$ cat config.mk
export PLATFORM = sky130hd
export DESIGN_NAME = acc_rr_arbiter
export DESIGN_NICKNAME = d
export VERILOG_FILES = /design/src/rtl/acc_rr_arbiter.sv
export SDC_FILE = /design/constraint.sdc
export NUM_CORES = 1
export LEC_CHECK = 0
export BUFFER_PORTS_ARGS = -buffer_cell sky130_fd_sc_hd__buf_2
export CAP_MARGIN = 40
export CORE_AREA = 2 2 341 343
export DETAILED_ROUTE_END_ITERATION = 8
export DIE_AREA = 0 0 343 345
export HOLD_SLACK_MARGIN = 0.03
export PLACE_DENSITY_LB_ADDON = 0.1
export SLEW_MARGIN = 0
export SYNTH_ARGS = -nofsm -noshare
export SYNTH_HDL_FRONTEND = slang
export SYNTH_SLANG_ARGS = --single-unit
$ cat constraint.sdc
create_clock -name clk_i -period 3.45 [get_ports clk_i]
set_input_delay 0 -clock clk_i [delete_from_list [all_inputs] [get_ports clk_i]]
set_output_delay 0 -clock clk_i [all_outputs]
set_load 0.005 [all_outputs]
$ cat src/rtl/acc_rr_arbiter.sv
// acc_rr_arbiter
//   Shares one accelerator-bus slave between NumReq offloading requesters.
//   Q (request) channel: combinational round-robin mux with a grant lock, so a
//   request that is waiting on out_q_ready_i cannot be pre-empted or changed.
//   The request ID is extended with the requester index, which sits in the MSBs.
//   P (response) channel: a one-entry response register. Each response is routed
//   back to the requester named by the index field of its ID.
//
// Ports
//   clk_i, rst_i                       clock, synchronous active-high reset
//   in_q_*  [NumReq]                   requester-side request channels
//   in_p_*  [NumReq]                   requester-side responses (data/id/error broadcast)
//   out_q_*                            muxed request to the slave, ID = {index, id}
//   out_p_*                            slave response
//   drop_o                             pulse: accepted response with index >= NumReq was discarded

// Per-requester select logic: ready/valid steering for one requester port.
module acc_rr_lane #(
  parameter int IdxW    = 2,
  parameter int LaneIdx = 0
) (
  input  logic            rst_i,
  input  logic [IdxW-1:0] grant,
  input  logic            q_ready,
  input  logic [IdxW-1:0] rsp_idx,
  input  logic            rsp_full,
  input  logic            p_ready,
  output logic            in_q_ready,
  output logic            in_p_valid,
  output logic            drain
);
  logic q_sel, p_sel;

  assign q_sel      = (grant == IdxW'(LaneIdx));
  assign p_sel      = rsp_full && (rsp_idx == IdxW'(LaneIdx));
  assign in_q_ready = !rst_i && q_sel && q_ready;
  assign in_p_valid = !rst_i && p_sel;
  assign drain      = p_sel && p_ready;
endmodule

module acc_rr_arbiter #(
  parameter  int NumReq       = 4,
  parameter  int DataWidth    = 32,
  parameter  int AccAddrWidth = 2,
  parameter  int InIdWidth    = 2,
  localparam int IdxW         = $clog2(NumReq),
  localparam int ExtIdWidth   = InIdWidth + IdxW
) (
  input  logic                                 clk_i,
  input  logic                                 rst_i,
  // requester-side Q
  input  logic [NumReq-1:0][AccAddrWidth-1:0]  in_q_addr_i,
  input  logic [NumReq-1:0][31:0]              in_q_data_op_i,
  input  logic [NumReq-1:0][DataWidth-1:0]     in_q_data_arga_i,
  input  logic [NumReq-1:0][DataWidth-1:0]     in_q_data_argb_i,
  input  logic [NumReq-1:0][DataWidth-1:0]     in_q_data_argc_i,
  input  logic [NumReq-1:0][InIdWidth-1:0]     in_q_id_i,
  input  logic [NumReq-1:0]                    in_q_valid_i,
  output logic [NumReq-1:0]                    in_q_ready_o,
  // requester-side P
  output logic [NumReq-1:0][DataWidth-1:0]     in_p_data_o,
  output logic [NumReq-1:0][ExtIdWidth-1:0]    in_p_id_o,
  output logic [NumReq-1:0]                    in_p_error_o,
  output logic [NumReq-1:0]                    in_p_valid_o,
  input  logic [NumReq-1:0]                    in_p_ready_i,
  // slave-side Q
  output logic [AccAddrWidth-1:0]              out_q_addr_o,
  output logic [31:0]                          out_q_data_op_o,
  output logic [DataWidth-1:0]                 out_q_data_arga_o,
  output logic [DataWidth-1:0]                 out_q_data_argb_o,
  output logic [DataWidth-1:0]                 out_q_data_argc_o,
  output logic [ExtIdWidth-1:0]                out_q_id_o,
  output logic                                 out_q_valid_o,
  input  logic                                 out_q_ready_i,
  // slave-side P
  input  logic [DataWidth-1:0]                 out_p_data_i,
  input  logic [ExtIdWidth-1:0]                out_p_id_i,
  input  logic                                 out_p_error_i,
  input  logic                                 out_p_valid_i,
  output logic                                 out_p_ready_o,
  output logic                                 drop_o
);

  typedef struct packed {
    logic [DataWidth-1:0]  data;
    logic [ExtIdWidth-1:0] id;
    logic                  error;
  } rsp_t;

  // ---------------------------------------------------------------- Q path
  logic [IdxW-1:0] rr_ptr, lock_idx, gnt_rr, grant, nxt_ptr;
  logic            lock, any_vld, q_valid, q_hs;

  // Round-robin search from rr_ptr, wrapping at NumReq (not at 2^IdxW).
  always_comb begin
    int j;
    j      = 0;
    gnt_rr = '0;
    any_vld = 1'b0;
    for (int i = 0; i < NumReq; i++) begin
      j = int'(rr_ptr) + i;
      if (j >= NumReq) j = j - NumReq;
      if (!any_vld && in_q_valid_i[j]) begin
        any_vld = 1'b1;
        gnt_rr  = IdxW'(j);
      end
    end
  end

  assign grant   = lock ? lock_idx : gnt_rr;
  assign q_valid = lock ? in_q_valid_i[lock_idx] : any_vld;
  assign nxt_ptr = (int'(grant) == NumReq - 1) ? '0 : grant + IdxW'(1);

  assign out_q_valid_o     = !rst_i && q_valid;
  assign q_hs              = out_q_valid_o && out_q_ready_i;
  assign out_q_addr_o      = in_q_addr_i[grant];
  assign out_q_data_op_o   = in_q_data_op_i[grant];
  assign out_q_data_arga_o = in_q_data_arga_i[grant];
  assign out_q_data_argb_o = in_q_data_argb_i[grant];
  assign out_q_data_argc_o = in_q_data_argc_i[grant];
  assign out_q_id_o        = {grant, in_q_id_i[grant]};

  // Lock holds the grant while a request waits for ready; it is released only
  // by the handshake, so a waiting request cannot be swapped out.
  always_ff @(posedge clk_i) begin
    if (rst_i) begin
      rr_ptr   <= '0;
      lock     <= 1'b0;
      lock_idx <= '0;
    end else if (q_hs) begin
      rr_ptr <= nxt_ptr;
      lock   <= 1'b0;
    end else if (out_q_valid_o) begin
      lock     <= 1'b1;
      lock_idx <= grant;
    end
  end

  // ---------------------------------------------------------------- P path
  rsp_t            rsp_q;
  logic            rsp_full, drain, cap, store;
  logic [IdxW-1:0] rsp_idx, cap_idx;
  logic [NumReq-1:0] lane_drain;

  assign rsp_idx = rsp_q.id[ExtIdWidth-1 -: IdxW];
  assign cap_idx = out_p_id_i[ExtIdWidth-1 -: IdxW];
  assign drain   = |lane_drain;

  // Accepting while draining keeps full throughput with a single entry.
  assign out_p_ready_o = !rst_i && (!rsp_full || drain);
  assign cap           = out_p_valid_i && out_p_ready_o;
  assign store         = cap && (int'(cap_idx) < NumReq);
  assign drop_o        = cap && !(int'(cap_idx) < NumReq);

  always_ff @(posedge clk_i) begin
    if (rst_i)      rsp_full <= 1'b0;
    else if (store) rsp_full <= 1'b1;
    else if (drain) rsp_full <= 1'b0;
  end

  // Payload needs no reset: it is only observed while rsp_full is set.
  always_ff @(posedge clk_i) begin
    if (store) rsp_q <= '{data: out_p_data_i, id: out_p_id_i, error: out_p_error_i};
  end

  // ---------------------------------------------------------------- lanes
  for (genvar g = 0; g < NumReq; g++) begin : g_lane
    acc_rr_lane #(.IdxW(IdxW), .LaneIdx(g)) u_lane (
      .rst_i      (rst_i),
      .grant      (grant),
      .q_ready    (out_q_ready_i),
      .rsp_idx    (rsp_idx),
      .rsp_full   (rsp_full),
      .p_ready    (in_p_ready_i[g]),
      .in_q_ready (in_q_ready_o[g]),
      .in_p_valid (in_p_valid_o[g]),
      .drain      (lane_drain[g])
    );
    assign in_p_data_o[g]  = rsp_q.data;
    assign in_p_id_o[g]    = rsp_q.id;
    assign in_p_error_o[g] = rsp_q.error;
  end

endmodule

==> results of run 1 <==
[state kept, by name, summed over array words and instances, names as in the netlist]
signal        cells
lock_idx          2
lock              1
in_p_error_o      1
in_p_data_o      32
rr_ptr            2
in_p_id_o         4
rsp_full          1
[worst reg2reg max path, delay by kind of cell, from the launching register on]
kind          cells  cell delay [ps]
simple gates      3              510
mux               1              600
buf+inv           1              300
flops             1              600
[worst max-delay path by stage]
stage | from | cells after the start | endpoint
finish | lock | 7 | out_q_data_argc_o[16]
global route | lock | 7 | out_q_data_argc_o[30]
CTS | lock | 7 | out_q_data_argb_o[16]
detailed placement | lock | 7 | out_q_data_argb_o[16]
global placement | lock | 7 | out_q_data_argb_o[16]
floorplan | in_p_id_o[2] | 4 | in_p_data_o[0]
[area by class of cell]
type	count	area, um2
Inverter	8	35.0
Clock inverter	3	67.6
Tap cell	1524	1910
Timing Repair Buffer	957	5250
Sequential cell	43	1230
Multi-Input combinational cell	714	4350
Fill cell	13600	102000
Antenna cell	11	27.5
Clock buffer	5	125
[routing by layer]
metal | global-route usage, % | wire length (um)
met4 | 2.24 | 1110
met1 | 12.6 | 27100
met5 | 0 | 320
met3 | 2.80 | 5000
met2 | 22.5 | 39800
[cells in the final DEF, fill, tap and decap left out, types with 3 or more instances in the layout]
| cell type | n |
|---|---|
| buf_12 | 11 |
| diode_2 | 11 |
| edfxtp_1 | 37 |
| nor2_1 | 15 |
| a22oi_1 | 132 |
| nand2_1 | 3 |
| nor3_1 | 5 |
| o21ai_0 | 235 |
| o21ai_1 | 29 |
| dlygate4sd3_1 | 39 |
| a31oi_1 | 264 |
| inv_1 | 7 |
| nor2b_1 | 5 |
| a211oi_1 | 3 |
| clkbuf_16 | 5 |
| buf_2 | 868 |
| dfxtp_1 | 6 |
| buf_4 | 39 |
[logic make-up (layout without fill, tap and decap cells)]
family / count (synthesis) / after routing / share of synthesized area [%]
AOI/OAI and AO/OA: 672 / 672 / 56.8
adders and majority gates: 1 / 1 / 0.175
buffers and inverters: 276 / 973 / 22.5
DFF: 43 / 43 / 17.2
muxes: 3 / 3 / 0.769
other: 1 / 12 / 0.0524
and+or+nand+nor: 37 / 37 / 2.50
[cell usage after synthesis, types with 4 or more instances]
| master | instances | area (um2) |
|---|---|---|
| a22oi_1 | 132 | 991 |
| a31oi_1 | 264 | 1650 |
| buf_2 | 52 | 260 |
| buf_4 | 122 | 916 |
| buf_6 | 6 | 67.6 |
| clkbuf_1 | 85 | 319 |
| dfxtp_1 | 6 | 120 |
| edfxtp_1 | 37 | 1110 |
| inv_1 | 7 | 26.3 |
| nand2_1 | 4 | 15.0 |
| nor2_1 | 15 | 56.3 |
| nor2b_1 | 5 | 31.3 |
| nor3_1 | 5 | 25.0 |
| o21ai_0 | 235 | 1180 |
| o21ai_1 | 29 | 145 |
[metrics by stage]
step	total power [mW]	instances	util (%)
2_1_floorplan	1.88	1033	-
3_3_place_gp	3.40	3207	10.8
3_5_place_dp	3.39	3207	10.8
4_1_cts	4.16	3254	11.3
5_1_grt	4.33	3263	11.3
6_report	4.01	3265	11.3
[report_power, final]
part	internal (mW)	switching, mW	leakage, nW	total (mW)
clock	0.417	0.266	0.0901	0.683
combinational	1.10	1.59	4.96	2.69
sequential	0.596	0.0404	0.395	0.636
[timing repair]
item,in CTS,in global routing
hold buffers,39,0
endpoints found under the hold margin,40,0
endpoints found under the setup margin,0,0
==> reports/results.tsv, run 1 <==
metric	value	unit
fin_skew	12.3	ps
wl	73400	um
nNetsFinal	2307	
leakagePower	5.45	nW
cts_buffers	5	
synth-seq-area-share	17.2	%
rr_endpoint	in_p_data_o[27]	
synthCells	1033	
hold_end	rr_ptr[1]	
clk_pin_slew	80	ps
endpoint_kind	output pin	
slew_violations	0	
drive_above_1_share	54.1	%
cts_tree	yes	
r2r_cells	5	
fin_area	13000	um2
io_pins	870	
ys.flop_type	edfxtp_1	
via_per_inst	3.64	
coreArea	115000	um2
worst_pin_slew	725	ps
cts.sinks	43	
antenna_left	0	
drc	0	
hold_path.class	in2reg	
timing.final.ws_setup	419	ps
grt_pass1_vias	12100	
grt_pass1_wl	97800	um
slowest_delay	690	ps
clk_latency	320	ps
grt_max_degree	74	
holdPathStages	2	
wire_per_inst	22.5	um
die_y	345	um
syn_area	7160	um2
floorplan.initialDensity	6.22	%
drt_iter0_markers	689	
synthesis.nets	1611	
cts-root-buf	clkbuf_16	
fmax	330	MHz
cpLargestDelayFamily	compound AO/OA/AOI/OAI gates	
critPathBufInv	2	
fin_crit	3030	ps
rows	125	
cp_cell_sequence	nor2_1 > o21a_1 > or3_4 > buf_12 > a31oi_1 > a22oi_1 > buf_2	
synth.avg_cell_area	6.93	um2
dpl_cell_area	12400	um2
vias	11900	
dieArea	118000	um2
place_congestion	0.875	
clk_path_buf_depth	2	
hpwl	60400	um
grt.total_usage	11.6	%
synth_cell_types	35	
synth-seq-cells	43	
syn_to_final_growth	81.5	%
crit_arrival	3030	ps
crit_slowest_cell	a31oi_1	
hold_ws	48.9	ps
rsz0062_at_grt	false	
cap_violations	0	
htree_levels	2	
first_pass_iters	4	
slew_headroom	51.4	%
fin_crit_sh	87.9	%
min-delay-start	rst_i	
power_density	308	nW/um2
ys_warn_count	0	
rrSetupSlack	1070	ps
antenna_found_initial	48	
worstPathMaxFanout	65	
portBuffers	868	
r2r-start	in_p_id_o[2]	
worstSetupPathType	reg2out	
fin_setup_tns	0	ps
status	finished clean	
cts_resized	0	
required	3450	ps
synth_edf_count	37	
grt_overflow_total	0	
dp_slack	733	ps
hold_viol_final	0	
post-cts-setup-buffers	0	
start_kind	register	
setup_viol	0	
synthArstFlopShare	0	%
die_w	343	um
ir_drop	0.157	mV
No activity file was read; power rests on OpenSTA's default activity.
==> inputs of run 2 (changes only) <==
--- a/config.mk
+++ b/config.mk
@@ -8,9 +8,9 @@
 export BUFFER_PORTS_ARGS = -buffer_cell sky130_fd_sc_hd__buf_2
 export CAP_MARGIN = 40
 export CORE_AREA = 2 2 341 343
+export CTS_BUF_LIST = sky130_fd_sc_hd__clkbuf_4
 export DETAILED_ROUTE_END_ITERATION = 8
 export DIE_AREA = 0 0 343 345
-export HOLD_SLACK_MARGIN = 0.03
 export PLACE_DENSITY_LB_ADDON = 0.1
 export SLEW_MARGIN = 0
 export SYNTH_ARGS = -nofsm -noshare
==> reports/results.tsv, run 2 (synthesis results as in run 1) <==
metric	value	unit	change
status	finished clean		
io_pins	870		unchanged
worstPathMaxFanout	28		-57%
fin_setup_tns	0	ps	unchanged
worst_pin_slew	722	ps	-3.95 ps
clockPowerShare	12.3	%	-4.7 points
die_y	345	um	unchanged
grt_pass1_wl	98100	um	+0.26%
internal_power	1.92	mW	-8.8%
start_kind	register		
r2r-start	lock		
vias	11900		+0.017%
first_pass_iters	5		+1
switching_share	49.4	%	+2.1 points
drive_above_1_share	53.9	%	-0.22 points
leakagePower	5.45	nW	about the same
fin_crit_sh	90.8	%	+3.0 points
cts-hold-fix-buffers	46		+18%
wl	73500	um	+0.18%
fmax	319	MHz	-3.3%
met3_usage	2.74	%	-0.061 points
power_switching	1.88	mW	-1.0%
syn_to_final_growth	81.3	%	
rr_endpoint	lock_idx[0]		
floorplan.initialDensity	6.22	%	unchanged
required	3450	ps	about the same
r2r_cells	7		+2
min-delay-start	in_q_valid_i[0]		
cts_tree	yes		
layout_common_cells	buf_2 (868), a31oi_1 (264), o21ai_0 (235)		
cts-root-buf	clkbuf_4		
grt_max_degree	74		unchanged
worstSetupPathType	reg2out		
grt_overflow_total	0		unchanged
drt_iter0_markers	665		-3.5%
fin_skew	36.2	ps	+23.9 ps
final_common_cell	buf_2		
post-cts-setup-buffers	0		unchanged
hold_viol_final	0		unchanged
dpl_cell_area	12400	um2	unchanged
rsz0062_at_grt	false		
setup_viol	0		unchanged
crit_slowest_cell	a211o_4		
hold_path.class	in2reg		
slowest_delay	500	ps	-190 ps
grt_use_met1	12.7	%	+0.097 points
die_w	343	um	unchanged
rrSetupSlack	630	ps	-440 ps
htree_levels	2		unchanged
wire_per_inst	22.5	um	about the same
hpwl	60400	um	unchanged
fill_cells	13700		+0.081%
grt_use_met2	22.5	%	about the same
coreArea	115000	um2	unchanged
antenna_left	0		unchanged
crit_arrival	3130	ps	+100 ps
via_per_inst	3.63		-0.20%
drc	0		unchanged
place_congestion	0.875		unchanged
cap_violations	0		unchanged
dp_cells	3207		unchanged
slew_headroom	51.6	%	+0.20 points
cts.sinks	43		unchanged
cp_cell_sequence	nor2b_1 > a211o_1 > a211o_4 > buf_12 > buf_4 > a31oi_1 > a22oi_1 > buf_2		
busiest_layer	met2		
clk_path_buf_depth	2		unchanged
clk_latency	460	ps	+140 ps
nNetsFinal	2314		+0.30%
dieArea	118000	um2	unchanged
portBuffers	868		unchanged
fin_area	13000	um2	-0.13%
slew_violations	0		unchanged
seqPwrFrac	16.7	%	+0.8 points
grt.total_usage	11.6	%	about the same
final_cells	3272		+0.21%
fin_crit	3130	ps	+103 ps
rows	125		unchanged
antenna_found_initial	47		-2.1%
combPwrFrac	70.9	%	+3.8 points
hold_end	lock		
holdPathStages	4		+2
grt_pass1_vias	12100		+0.12%
largest_register_ffs	32		unchanged
endpoint_kind	output pin		
final_util	11.3	%	-0.015 points
cts_buffers	5		unchanged
cts_resized	0		unchanged
power_density	293	nW/um2	-5.0%
clk_pin_slew	200	ps	+120 ps
ir_drop	0.152	mV	-3.5%
run 2: cell types whose count changed in the layout (fill, tap and decap cells not counted), sizes merged:
cell / before / now
dlygate4sd3: 39 / 46
run 2: worst max-delay path by stage:
stage | startpoint | endpoint | slack, ps
final | rr_ptr[0] | out_q_data_op_o[0] | 320
after detailed placement | lock | out_q_data_argb_o[16] | 730
after CTS | lock | out_q_data_argb_o[16] | 80
after global routing | lock | out_q_data_argc_o[30] | 20
after global placement | lock | out_q_data_argb_o[16] | 690
after floorplan | in_p_id_o[2] | in_p_data_o[0] | 1080
run 2: routing by layer:
metal  share of wire [%]  vias to the layer above
met3                 7.0                       96
li1                    -                     5394
met5                0.42                        -
met4                 1.5                       48
met1                  37                     5688
met2                  54                      654
run 2: worst max-delay path: cells and delay by family (launching register included):
family | cells | cell delay, ps
and+or+nand+nor | 1 | 100
buffers and inverters | 3 | 700
DFF | 1 | 460
AOI/OAI and AO/OA | 4 | 1370
run 2: cell type report:
class                   count  area (um2)  area share (%)
repair buffers            964        5320            41.0
multi-input cells         714        4350            33.5
well taps                1524        1910            14.7
flip-flops and latches     43        1230            9.49
clock inverters             3        67.6           0.521
clock buffers               5        37.5           0.289
inverters                   8        35.0           0.270
diodes                     11        27.5           0.212
run 2: power by group through the flow:
stage / combinational, mW / sequential, mW / clock [mW]
6_report: 2.70 / 0.636 / 0.469
5_1_grt: 2.95 / 0.641 / 0.523
2_1_floorplan: 1.25 / 0.630 / 0
3_3_place_gp: 2.75 / 0.648 / 0
3_5_place_dp: 2.74 / 0.649 / 0
4_1_cts: 2.80 / 0.637 / 0.521
run 2: metrics by stage:
step           worst slack (ps)  hold WS (ps)  power [mW]
2_1_floorplan              1080          98.9        1.88
3_3_place_gp                694           180        3.40
3_5_place_dp                733           180        3.39
4_1_cts                    77.6          87.0        3.95
5_1_grt                    20.6           197        4.12
6_report                    316           179        3.80
==> inputs of run 3 (changes only) <==
--- a/config.mk
+++ b/config.mk
@@ -5,12 +5,12 @@
 export SDC_FILE = /design/constraint.sdc
 export NUM_CORES = 1
 export LEC_CHECK = 0
-export BUFFER_PORTS_ARGS = -buffer_cell sky130_fd_sc_hd__buf_2
 export CAP_MARGIN = 40
-export CORE_AREA = 2 2 341 343
+export CORE_AREA = 2 2 340 342
 export CTS_BUF_LIST = sky130_fd_sc_hd__clkbuf_4
 export DETAILED_ROUTE_END_ITERATION = 8
-export DIE_AREA = 0 0 343 345
+export DIE_AREA = 0 0 342 344
+export DONT_BUFFER_PORTS = 1
 export PLACE_DENSITY_LB_ADDON = 0.1
 export SLEW_MARGIN = 0
 export SYNTH_ARGS = -nofsm -noshare
==> constraint.sdc (replaced) <==
create_clock -name clk_i -period 3.1 [get_ports clk_i]
set_input_delay 0 -clock clk_i [delete_from_list [all_inputs] [get_ports clk_i]]
set_output_delay 0 -clock clk_i [all_outputs]
set_load 0.005 [all_outputs]
==> reports/results.tsv, run 3 (synthesis results as in run 1) <==
metric	value	unit	change
status	finished clean		
syn_to_final_growth	25.0	%	
coreArea	114000	um2	-1.1%
fin_crit_sh	94.9	%	
place_congestion	0.778		-11%
fin_crit	2940	ps	
crit_arrival	2940	ps	-190 ps
first_pass_iters	5		unchanged
setup_viol	0		unchanged
wire_per_inst	27.1	um	+21%
final_cells	2417		-26%
antenna_left	0		unchanged
die_w	342	um	-0.29%
power_switching	1.96	mW	+4.3%
power_density	403	nW/um2	+38%
cts.sinks	43		unchanged
grt.total_usage	10.2	%	-1.4 points
rows	124		-0.80%
cts_tree	yes		
seqPwrFrac	20.3	%	+3.6 points
clockPowerShare	12.2	%	about the same
fin_skew	23.8	ps	-12.4 ps
clk_path_buf_depth	2		unchanged
cap_violations	0		unchanged
cts_buffers	5		unchanged
fin_setup_tns	0	ps	unchanged
rsz0062_at_grt	false		
slew_headroom	45.6	%	-6.0 points
portBuffers	0		-100%
wl	65500	um	-11%
fill_cells	13500		-0.88%
floorplan.initialDensity	6.28	%	+0.067 points
via_per_inst	3.62		-0.21%
largest_register_ffs	32		unchanged
dp_cells	2357		-27%
nNetsFinal	1478		-36%
endpoint_kind	output pin		
combPwrFrac	67.5	%	-3.4 points
antenna_found_initial	25		-47%
layout_common_cells	a31oi_1 (261), o21ai_0 (235), a22oi_1 (121)		
ir_drop	0.143	mV	-6.1%
grt_max_degree	80		+8.1%
worstPathMaxFanout	51		+82%
io_pins	870		unchanged
internal_power	1.65	mW	-14%
clk_latency	450	ps	about the same
leakagePower	2.19	nW	-60%
dieArea	118000	um2	-0.58%
cts-root-buf	clkbuf_4		
slew_violations	0		unchanged
start_kind	register		
clk_pin_slew	180	ps	-20 ps
drc	0		unchanged
grt_overflow_total	0		unchanged
worstSetupPathType	reg2out		
grt_pass1_wl	82800	um	-16%
drive_above_1_share	13.0	%	-41 points
worst_pin_slew	807	ps	+85.8 ps
grt_pass1_vias	8733		-28%
die_y	344	um	-0.29%
vias	8757		-26%
required	3100	ps	-350 ps
hpwl	54200	um	-10%
drt_iter0_markers	656		-1.4%
htree_levels	2		unchanged
fmax	340	MHz	
final_common_cell	a31oi_1		
hold_viol_final	0		unchanged
switching_share	54.3	%	+4.9 points
hold_path.class	in2out		
[run 3: cell types whose count changed in the layout (fill, tap and decap cells not counted), sizes merged]
cell,delta
and2,+1
buf,-836
bufbuf,+1
bufinv,-1
diode,-7
dlygate4sd3,-2
inv,+1
[run 3: final timing paths]
kind | slack (ps) | depth (start not counted) | endpoint | start
worst max-delay path | 160 | 8 | out_q_data_op_o[3] | rr_ptr[0]
worst min-delay path | 50 | 1 | out_p_ready_o | rst_i
worst max register to register | 600 | 11 | rr_ptr[1] | rr_ptr[0]
worst min register to register | 560 | 2 | lock_idx[1] | lock_idx[1]
[run 3: metrics by stage]
step           area [um2]  util, %  setup WS [ps]  hold WS, ps  power (mW)
6_report             8950     7.86            160         49.0        3.61
2_1_floorplan        7160        -            725         98.9        2.10
3_3_place_gp         8270     7.26            350         49.4        3.15
3_5_place_dp         8270     7.26            347         50.0        3.15
4_1_cts              8890     7.81          0.228         18.0        3.73
5_1_grt              8940     7.85          0.880         50.1        3.89
[run 3: metal layers]
layer	routed length, um	vias up	track usage [%]
met4	1070	22	1.99
met3	6300	71	3.57
met1	23800	4284	11.3
met2	34200	665	18.8
li1	-	3715	-
met5	164	-	0
[run 3: repair_timing]
item                                   CTS  global route
setup buffers                            2             0
endpoints found under the hold margin   43             0
hold buffers                            44             0
gates resized for setup                  6             9
gates cloned                             2             0
setup endpoints to repair               14             9
pin swaps                                3             0
[run 3: final cells by class]
type | count | area [um2] | area share, %
timing repair buffer | 127 | 1260 | 14.1
clock inverter | 3 | 46.3 | 0.517
multi-input combinational | 715 | 4430 | 49.5
clock buffer | 5 | 37.5 | 0.420
sequential | 43 | 1230 | 13.8
antenna | 4 | 10.0 | 0.112
tap | 1512 | 1890 | 21.1
inverter | 8 | 35.0 | 0.392
[run 3: power groups by stage]
stage	Clock, mW	Combinational (mW)	Sequential, mW
3_5_place_dp	0	2.40	0.744
2_1_floorplan	0	1.39	0.702
6_report	0.439	2.44	0.733
3_3_place_gp	0	2.41	0.745
4_1_cts	0.485	2.51	0.734
5_1_grt	0.491	2.65	0.742
[run 3: worst max-delay path: stages (launching register included)]
cell and delay, ps:
dfxtp_1 450, nor2b_1 100, a211o_1 330, a211oi_4 280, buf_12 150, buf_12 190, buf_12 260, o21ai_0 110
a22oi_1 510
